==> config.mk <==
export PLATFORM = sky130hd
export DESIGN_NAME = exc_seq
export DESIGN_NICKNAME = d
export VERILOG_FILES = /design/src/rtl/exc_seq.sv
export SDC_FILE = /design/constraint.sdc
export NUM_CORES = 1
export LEC_CHECK = 0
export CORE_MARGIN = 8
export CORE_UTILIZATION = 40
export DETAILED_ROUTE_END_ITERATION = 8
export PLACE_DENSITY_LB_ADDON = 0.15
export SYNTH_ARGS = -nofsm -noshare
export SYNTH_HDL_FRONTEND = slang
export SYNTH_SLANG_ARGS = --single-unit
==> constraint.sdc <==
create_clock -name clk -period 2.7 [get_ports clk]
set_input_delay 0.54 -clock clk [delete_from_list [all_inputs] [get_ports clk]]
set_output_delay 0.54 -clock clk [all_outputs]
set_load 0.02 [all_outputs]
==> src/rtl/exc_seq.sv <==
// Exception/interrupt sequencer and CP0 register file (SR, Cause, EPC, PRId) at the M stage.
// Optional exception counter at CP0 reg 22 is enabled by defining EXC_COUNT_EN.
module exc_seq #(
  parameter logic [31:0] HANDLER_PC  = 32'h0000_4180,
  parameter logic [31:0] PRID_VAL    = 32'h4D49_5053,
  parameter int unsigned SYNC_STAGES = 2
) (
  input  logic        clk,
  input  logic        reset,
  input  logic        m_valid,
  input  logic [31:0] m_pc,
  input  logic        m_bd,
  input  logic [4:0]  m_exc_code,
  input  logic        m_eret,
  input  logic [5:0]  hw_int,
  input  logic        cp0_we,
  input  logic [4:0]  cp0_addr,
  input  logic [31:0] cp0_wdata,
  output logic [31:0] cp0_rdata,
  output logic        m_kill,
  output logic        flush,
  output logic        redirect_valid,
  output logic [31:0] redirect_pc
);

  localparam logic [4:0] ADDR_SR   = 5'd12;
  localparam logic [4:0] ADDR_CAUSE = 5'd13;
  localparam logic [4:0] ADDR_EPC  = 5'd14;
  localparam logic [4:0] ADDR_PRID = 5'd15;
  localparam logic [4:0] ADDR_CNT  = 5'd22;

  typedef enum logic [1:0] {RUN = 2'd0, INT_WAIT = 2'd1, ERET_HOLD = 2'd2} state_t;

  state_t      state_q, state_d;
  logic [5:0]  sync_q [SYNC_STAGES];
  logic [5:0]  ip_sync;
  logic [5:0]  im_q, im_d;
  logic        exl_q, exl_d, ie_q, ie_d, bd_q, bd_d;
  logic [4:0]  exc_q, exc_d;
  logic [31:0] epc_q, epc_d;
  logic [31:0] cnt_rd;
  logic        int_pend, int_eff, exc_any, take, eret_go;

  // hw_int crosses into clk domain through a plain flop chain
  always_ff @(posedge clk or negedge reset) begin
    if (!reset) begin
      for (int unsigned i = 0; i < SYNC_STAGES; i++) sync_q[i] <= '0;
    end else begin
      sync_q[0] <= hw_int;
      for (int unsigned i = 1; i < SYNC_STAGES; i++) sync_q[i] <= sync_q[i-1];
    end
  end

  assign ip_sync  = sync_q[SYNC_STAGES-1];
  assign int_pend = (|(ip_sync & im_q)) & ie_q & ~exl_q;
  assign exc_any  = (m_exc_code != 5'd0);

  always_ff @(posedge clk or negedge reset) begin
    if (!reset) state_q <= RUN;
    else        state_q <= state_d;
  end

  // Take/ERET decision; reset gates the combinational outputs immediately
  always_comb begin
    state_d = state_q;
    take    = 1'b0;
    eret_go = 1'b0;
    int_eff = int_pend;
    unique case (state_q)
      RUN: begin
        take    = ~exl_q & m_valid & (exc_any | int_pend);
        eret_go = m_eret & m_valid & ~take;
        if (eret_go)                  state_d = ERET_HOLD;
        else if (int_pend & ~m_valid) state_d = INT_WAIT;
      end
      INT_WAIT: begin
        take = ~exl_q & m_valid & (exc_any | int_pend);
        if (take || !int_pend) state_d = RUN;
      end
      ERET_HOLD: begin
        int_eff = 1'b0;
        take    = ~exl_q & m_valid & exc_any;
        state_d = RUN;
      end
      default: state_d = RUN;
    endcase
    if (!reset) begin
      take    = 1'b0;
      eret_go = 1'b0;
    end
  end

  assign m_kill         = take;
  assign flush          = take | eret_go;
  assign redirect_valid = take | eret_go;
  assign redirect_pc    = !eret_go ? HANDLER_PC :
                          (cp0_we && cp0_addr == ADDR_EPC) ? cp0_wdata : epc_q;

  // A take owns the CP0 update; MTC0 in that cycle is dropped
  always_comb begin
    im_d  = im_q;
    exl_d = exl_q;
    ie_d  = ie_q;
    bd_d  = bd_q;
    exc_d = exc_q;
    epc_d = epc_q;
    if (take) begin
      exl_d = 1'b1;
      bd_d  = m_bd;
      epc_d = m_bd ? (m_pc - 32'd4) : m_pc;
      exc_d = int_eff ? 5'd0 : m_exc_code;
    end else begin
      if (cp0_we) begin
        unique case (cp0_addr)
          ADDR_SR: begin
            im_d  = cp0_wdata[15:10];
            exl_d = cp0_wdata[1];
            ie_d  = cp0_wdata[0];
          end
          ADDR_EPC: epc_d = cp0_wdata;
          default: ;
        endcase
      end
      if (eret_go) exl_d = 1'b0;
    end
  end

  always_ff @(posedge clk or negedge reset) begin
    if (!reset) begin
      im_q  <= '0;
      exl_q <= 1'b0;
      ie_q  <= 1'b0;
      bd_q  <= 1'b0;
      exc_q <= '0;
      epc_q <= '0;
    end else begin
      im_q  <= im_d;
      exl_q <= exl_d;
      ie_q  <= ie_d;
      bd_q  <= bd_d;
      exc_q <= exc_d;
      epc_q <= epc_d;
    end
  end

`ifdef EXC_COUNT_EN
  logic [31:0] cnt_q, cnt_d;

  always_comb begin
    cnt_d = cnt_q;
    if (take)                                  cnt_d = cnt_q + 32'd1;
    else if (cp0_we && cp0_addr == ADDR_CNT)   cnt_d = cp0_wdata;
  end

  always_ff @(posedge clk or negedge reset) begin
    if (!reset) cnt_q <= '0;
    else        cnt_q <= cnt_d;
  end

  assign cnt_rd = cnt_q;
`else
  assign cnt_rd = 32'd0;
`endif

  always_comb begin
    cp0_rdata = 32'd0;
    unique case (cp0_addr)
      ADDR_SR:    cp0_rdata = {16'd0, im_q, 8'd0, exl_q, ie_q};
      ADDR_CAUSE: cp0_rdata = {bd_q, 15'd0, ip_sync, 3'd0, exc_q, 2'd0};
      ADDR_EPC:   cp0_rdata = epc_q;
      ADDR_PRID:  cp0_rdata = PRID_VAL;
      ADDR_CNT:   cp0_rdata = cnt_rd;
      default:    cp0_rdata = 32'd0;
    endcase
  end

endmodule

== Word level (Yosys, flattened, before mapping) ==
Index checks and enable logic that the tools add are counted.
Word-level totals
  flip-flop bits (word level): 60
  input bits: 86
  output and inout port bits: 67
Cells by class
  add/subtract/negate cells: 1
  equal/unequal tests: 8
  mux-type cells: 21
  bitwise gates (word level): 15
  reductions and logical operators: 15
Operator list (number)
  $mux 32: 6
  $pmux 32 s4: 1
  $sub 32x3->32 const B: 1
  $eq 5x4->1 const B: 4
  $and 1x1->1: 8
  $mux 1: 8
  $and 6x6->6: 1
  $mux 2: 3
  $reduce_and 2->1: 3
  $reduce_bool 3->1: 2
  $reduce_or 6->1: 1
  $mux 5: 1
  $reduce_bool 5->1: 1
  $not 1->1: 4
  $pmux 2 s2: 1
  $reduce_bool 2->1: 2
  $ne 3x3->1 const B: 1
  $reduce_and 3->1: 1
  $eq 2x1->1 const B: 1
  $eq 2x2->1 const B: 1
  $logic_not 2->1: 1
  $ne 2x2->1 const B: 1
  $or 1x1->1: 2
  $pmux 1 s2: 1
  other kinds (4): 4

== Longest topological paths before layout ==
Gate-level depths: netlist (run 1).
  depth after elaboration: 12
  gate-level depth with buffers: 7
  mapped depth without buffers: 7

== Least setup slack after synthesis (run 1) ==
OpenSTA, ideal clock, no wires.
  path kind: input-to-output
  from: in m_exc_code[1]
  to: out redirect_valid
  arrival time: 2.457 ns
  required time: 2.160 ns
  slack: -0.297 ns
  stages on the path: 6
  cell sequence: or4_1 o311ai_4 nand3_1 clkbuf_1 o21ai_0 buf_4
Between the ends
  cells in the longest elaborated chain, start to end: 8
  elaborated cells on any way between the ends: 11
  those cells by class: 4 x mux; 6 x bitwise; 1 x reduce/logical
RTL lines
  from (decl): RTL line 13  | input logic [4:0] m_exc_code,
  $reduce_bool 5->1 *: RTL line 56  | assign exc_any = (m_exc_code != 5'd0);
  $or 1x1->1: RTL line 71, 77
  $and 1x1->1: RTL line 71, 77
  $not 1->1: RTL line 72  | eret_go = m_eret & m_valid & ~take;
  $and 1x1->1: RTL line 72
  $mux 1: RTL line 69  | unique case (state_q)
  $mux 1: RTL line 87  | if (!reset) begin
  $or 1x1->1 *
  to (decl): RTL line 22  | output logic redirect_valid,
Mark *: on every way between the ends. The rest lies on a longest branch, timed or not.

== Worst setup path after layout (run 1) ==
  from: in m_exc_code[4]
  to: out redirect_pc[20]
Between the ends
  cells in the longest elaborated chain, start to end: 8
RTL lines
  $reduce_bool 5->1: RTL line 56
  $or 1x1->1: RTL line 71  | take = ~exl_q & m_valid & (exc_any | int_pend);
  $and 1x1->1: RTL line 71
  $not 1->1: RTL line 72
  $and 1x1->1: RTL line 72
  $mux 1: RTL line 69
  $mux 1: RTL line 87
  $mux 32: RTL line 96  | assign redirect_pc = !eret_go ? HANDLER_PC :
  to (decl): RTL line 23  | output logic [31:0] redirect_pc
Every way passes these cells.

==> flow_summary.yaml, run 1 <==
floorplanning:
  pin_count: 153
  start_util_pct: 40.9
  core_sq_um: 9150
  dieArea_sq_um: 12700
  die_y_um: 113
  die_w_um: 113
  num_rows: 35
synthesis:
  synth_fp_nets: 463
  syn_area_sq_um: 3740
  synth-main-ff-cell: "dfrtp_1"
  async_flop_share_pct: 100
  yosys_register_bits: 60
  ys_types: 50
  yosys-top-cells-area: "dfrtp_1 (40%), mux2i_1 (17%), xnor2_1 (5.1%), nor2_1 (4.3%), mux2_2 (2.7%)"
  syn_area_per_cell_sq_um: 9.96
  synth_edf_count: 0
  ys.warnings.count: 0
  yosysTopAreaCellShare_pct: 40.1
  syn_inst: 376
  ys_seq_area_share_pct: 40.1
  yosys.area.top_type: "dfrtp_1"
critical_path:
  worst_setup_path_end_kind: "primary output"
  crit_fanout: 7
  crit_type: "in -> out"
  crit_required_ns: 2.16
  arrival_ns: 2.26
  critPathLaunchType: "primary input"
drt:
  drt_iter0_markers: 193
  wl_per_cell_um: 20.2
  ant_nets: 0
  vias: 3831
  first_pass_iters: 5
  drt_wl_total_mm: 14.5
  drc: 0
  via_per_inst: 5.31
global_route:
  grt_pass1_vias: 4262
  grt_overflow: 0
  grt_max_degree: 35
  grt_pass1_wl_mm: 22.9
  antenna_found_initial: 0
  track_usage_pct: 22.7
clock_network:
  clock_path_buffers: 2
  clkLatencyLatePin_ns: 0.34
  cts_htree_levels: 3
  clkSinkCount: 60
  cts_buffers: 9
  cts_hold_buf: 0
  path_clk_slew_ns: 0.08
  cts_tree: "built"
  cts-root-buf: "clkbuf_8"
status:
  violations: "negative setup slack"
  status: "finished with violations"
finish:
  syn_to_final_growth_pct: 81.6
  finalNetCount: 692
  drive_gt1_share_pct: 38.0
  num_antenna_cells: 0
  utilization_pct: 74.3
placed_design:
  gp_congestion: 0.857
  port_buffers: 152
  dp_hpwl_mm: 10.4
sta:
  finalHoldViolations: 0
  min_period_ns: 2.80
  slew_headroom_pct: 57.4
  clock_skew_ns: 0.0105
  fin_ws_ns: -0.0972
  fmax_ghz: 0.357
  tightest_slew_ns: 0.633
  maxSlewViolCount: 0
  finalSetupViolCount: 34
  timing.final.crit_share_pct: 104
  rsz0062_at_grt: "true"
power:
  finalPower_mw: 4.08
  powerDensity_nw_per_um2: 600
  cellLeakagePower_nw: 2.99
  vdd_drop_max_mv: 0.339
run:
  maxCapViolCount: 0
hold_path:
  min_path_type: "in -> async"
[cell type report]
cell class / instances / area, sq um
Clock buffer: 9 / 124
Timing Repair Buffer: 238 / 2330
Inverter: 8 / 30.0
Fill cell: 644 / 2360
Multi-Input combinational cell: 288 / 2610
Sequential cell: 60 / 1500
Tap cell: 111 / 139
Clock inverter: 7 / 57.6
[placed cells by master (no fill, tap or decap), types with 12 or more instances in the layout]
| cell | instances |
|---|---|
| nor2_1 | 14 |
| nand2_1 | 24 |
| xnor2_1 | 22 |
| mux2i_1 | 47 |
| clkdlybuf4s50_1 | 76 |
| dlygate4sd2_1 | 18 |
| o21ai_0 | 15 |
| buf_4 | 70 |
| a22oi_1 | 12 |
| buf_6 | 37 |
| nor2_4 | 30 |
| mux2i_4 | 15 |
| dfrtp_1 | 60 |
[Yosys cell counts (all sizes together) (4+ instances only)]
cell	instances
nand3	4
nand2	26
o21ai	17
mux2	9
nor4	9
a21oi	4
xnor2	22
xor2	6
inv	8
or3	4
or4	8
a21o	7
buf	5
a22oi	13
and2	13
nor2	44
mux2i	64
o31ai	5
dfrtp	60
nor3	11
clkbuf	15
[report_power, final]
group	total, mW	switching, mW	internal [mW]	leakage (nW)
clock	0.762	0.416	0.345	0.0833
sequential	1.48	0.253	1.23	0.718
combinational	1.84	0.841	0.995	2.18
[critical path, stage by stage]
cell and delay (ns):
buf_6 0.09, or4_4 0.55, o311ai_4 0.36, nand3_4 0.13
buf_8 0.17, buf_12 0.15, nor2_4 0.12, buf_6 0.12
[registers in the layout (all words and copies together), names as in the netlist]
signal   cells
ie_q         1
sync_q       6
im_q         6
exc_q        5
exl_q        1
epc_q       32
ip_sync      6
state_q      2
bd_q         1
[metrics by stage]
step	cell area [sq um]	cells	setup TNS, ns	hold WS, ns	worst slack, ns
2_1_floorplan	3920	376	-0.663	0.244	-0.0431
3_3_place_gp	6110	696	-47.81	0.334	-0.853
3_5_place_dp	6110	696	-50.09	0.336	-0.885
4_1_cts	6720	719	-3.41	0.243	-0.136
5_1_grt	6800	721	-3.56	0.256	-0.156
6_report	6800	721	-1.68	0.249	-0.0972
[per-layer routing]
layer  vias up  GRT usage [%]  part of all wire (%)
li1       1808              -                     -
met4         0           4.77                  0.80
met5         -              0                     0
met2       147           39.7                    50
met1      1867           26.5                    41
met3         9           7.51                   8.1
[kinds of logic after synthesis]
logic type | count (synthesis) | share of synthesized area (%)
compound gates | 54 | 10.3
xor+xnor | 28 | 6.55
fa+ha+maj | 1 | 0.334
buf+inv | 28 | 3.61
flops | 60 | 40.1
mux | 73 | 19.8
simple gates | 132 | 19.3
[repair_timing]
action                                  4_1_cts  5_1_grt
endpoints found under the setup margin       66       61
setup buffers                                 5        4
cloned                                        3        1
pin swaps                                    30       12
gates resized for setup                     338       28
[path summary, 6_finish.rpt]
check	from	to	slack (ns)	cells after the start
setup reg to reg	im_q[5]	bd_q	0.22	8
max in group asynchronous	reset	epc_q[20]	1.80	3
hold reg to reg	sync_q[9]	ip_sync[3]	0.35	0
hold / removal	reset	ip_sync[4]	0.25	2
min in group clk	sync_q[9]	ip_sync[3]	0.35	0
setup / recovery	m_exc_code[4]	redirect_pc[20]	-0.1	8
(Power assumes the default switching activity.)
==> run 2: changes to the inputs <==
==> constraint.sdc (replaced) <==
create_clock -name clk -period 2.7 [get_ports clk]
set_input_delay 0.54 -clock clk [delete_from_list [all_inputs] [get_ports clk]]
set_output_delay 0.54 -clock clk [all_outputs]
set_load 0.1 [all_outputs]
==> flow_summary.yaml, run 2 (same netlist as run 1, synthesis figures left out) <==
sta:
  holdWs_ns: 0.0996
  min_period_ns: 2.83
  fin_ws_ns: -0.133
  finalSetupTns_ns: -3.54
  timing.final.crit_share_pct: 105
  rsz0062_at_grt: "true"
  maxSlewViolCount: 0
  finalHoldViolations: 0
  clock_skew_ns: 0.00875
  slew_headroom_pct: 67.4
  fmax_ghz: 0.353
  tightest_slew_ns: 0.484
  finalSetupViolCount: 34
floorplanning:
  core_sq_um: 9150
  dieArea_sq_um: 12700
  die_y_um: 113
  start_util_pct: 40.9
  pin_count: 153
  die_w_um: 113
  num_rows: 35
global_route:
  antenna_found_initial: 0
  grt_pass1_wl_mm: 24.1
  track_usage_pct: 24.1
  grt_pass1_vias: 4382
  grt_overflow: 0
  grt_max_degree: 36
critical_path:
  cp_common_cell: "buf_12"
  crit_required_ns: 2.16
  reg2reg_slack_ns: 0.31
  crit_path_max_incr_delay_ns: 0.45
  reg2reg_from: "ip_sync[3]"
  path_cells: "clkdlybuf4s15_1 -> or4_4 -> o311ai_4 -> nand3_4 -> buf_12 -> buf_16 -> nor2_4 -> buf_12"
  worst_setup_path_end_kind: "primary output"
  ff2ff_path_depth: 9
  r2r-end: "epc_q[5]"
  arrival_ns: 2.29
  crit_type: "in -> out"
  critPathLaunchType: "primary input"
  crit_fanout: 7
  critPathSlowestCell: "or4_4"
finish:
  drive_gt1_share_pct: 44.7
  utilization_pct: 82.4
  num_antenna_cells: 0
  final_cell_mix: "clkdlybuf4s50_1 (75), buf_12 (72), buf_4 (69), dfrtp_1 (60), mux2i_1 (43)"
  finalNetCount: 690
  layout_commonest_cell: "clkdlybuf4s50_1"
  syn_to_final_growth_pct: 102
  largest_reg_flops: 32
  regMostFlops: "epc_q"
drt:
  via_per_inst: 5.45
  ant_nets: 0
  drt_iter0_markers: 166
  wl_per_cell_um: 21.0
  first_pass_iters: 4
  drt_wl_total_mm: 15.1
  drc: 0
  vias: 3917
power:
  clkPwrFrac_pct: 17.2
  vdd_drop_max_mv: 0.388
  finalPower_mw: 4.78
  p_sw_share_pct: 40.6
  power_switching_mw: 1.94
  pwr-share-seq_pct: 31.4
  p_int_mw: 2.84
  combPwrFrac_pct: 51.4
  cellLeakagePower_nw: 3.07
  powerDensity_nw_per_um2: 633
clock_network:
  cts_hold_buf: 0
  cts_tree: "built"
  cts_buffers: 9
  clock_path_buffers: 2
  clkSinkCount: 60
  clkLatencyLatePin_ns: 0.34
  path_clk_slew_ns: 0.08
  cts-root-buf: "clkbuf_8"
  cts_htree_levels: 3
status:
  status: "finished with violations"
  violations: "negative setup slack"
placed_design:
  port_buffers: 152
  gp_congestion: 0.834
  dp_hpwl_mm: 11.2
run:
  maxCapViolCount: 0
hold_path:
  min_path_type: "in -> async"
run 2: layer usage:
layer	wire, um	track usage [%]	part of all wire (%)	vias to the layer above
met2	7750	42.0	51	164
met4	204	6.74	1.3	0
li1	-	-	-	1804
met5	0	0	0	-
met1	5900	28.0	39	1934
met3	1260	7.35	8.4	15
run 2: repair_timing:
item                                    CTS  global route
pin swaps                                19             6
gates cloned                              4             0
endpoints found under the setup margin   57            35
endpoints found under the hold margin     0             0
gates resized for setup                  78             4
setup buffers                             6             1
run 2: how the worst max path moves through the flow:
stage | from | to | slack [ns] | cells past startpoint
after floorplan | m_exc_code[1] | redirect_valid | -0.33 | 6
after global placement | m_exc_code[1] | redirect_pc[7] | -0.43 | 7
after detailed placement | m_exc_code[1] | redirect_pc[7] | -0.48 | 7
after CTS | m_exc_code[4] | redirect_pc[29] | -0.11 | 8
after global routing | ip_sync[5] | redirect_pc[29] | -0.18 | 8
final | m_exc_code[1] | redirect_pc[30] | -0.13 | 8
run 2: worst max-delay path: cells and delay by family:
family,cells,cell delay [ns]
compound gates,1,0.34
buf+inv,4,0.71
simple gates,3,0.69
run 2: area by class of cell:
cell class | instances | area, sq um
clock buffers | 9 | 124
multi-input cells | 288 | 2680
clock inverters | 7 | 75.1
repair buffers | 236 | 2990
inverters | 8 | 30.0
flip-flops and latches | 60 | 1500
fillers | 522 | 1610
well taps | 111 | 139
run 2: stage by stage:
step	instances	cell area [sq um]	setup WS [ns]
after floorplan	376	4090	-0.332
after global placement	694	6880	-0.429
after detailed placement	694	6880	-0.484
after CTS	718	7520	-0.112
after global routing	719	7540	-0.184
final	719	7540	-0.133
run 2: power by group through the flow:
stage / Clock [mW] / Sequential (mW) / Combinational, mW
after floorplan: 0 / 1.36 / 1.25
after global placement: 0 / 1.41 / 2.17
after detailed placement: 0 / 1.44 / 2.21
after CTS: 0.840 / 1.50 / 2.43
after global routing: 0.876 / 1.53 / 2.57
final: 0.823 / 1.50 / 2.45
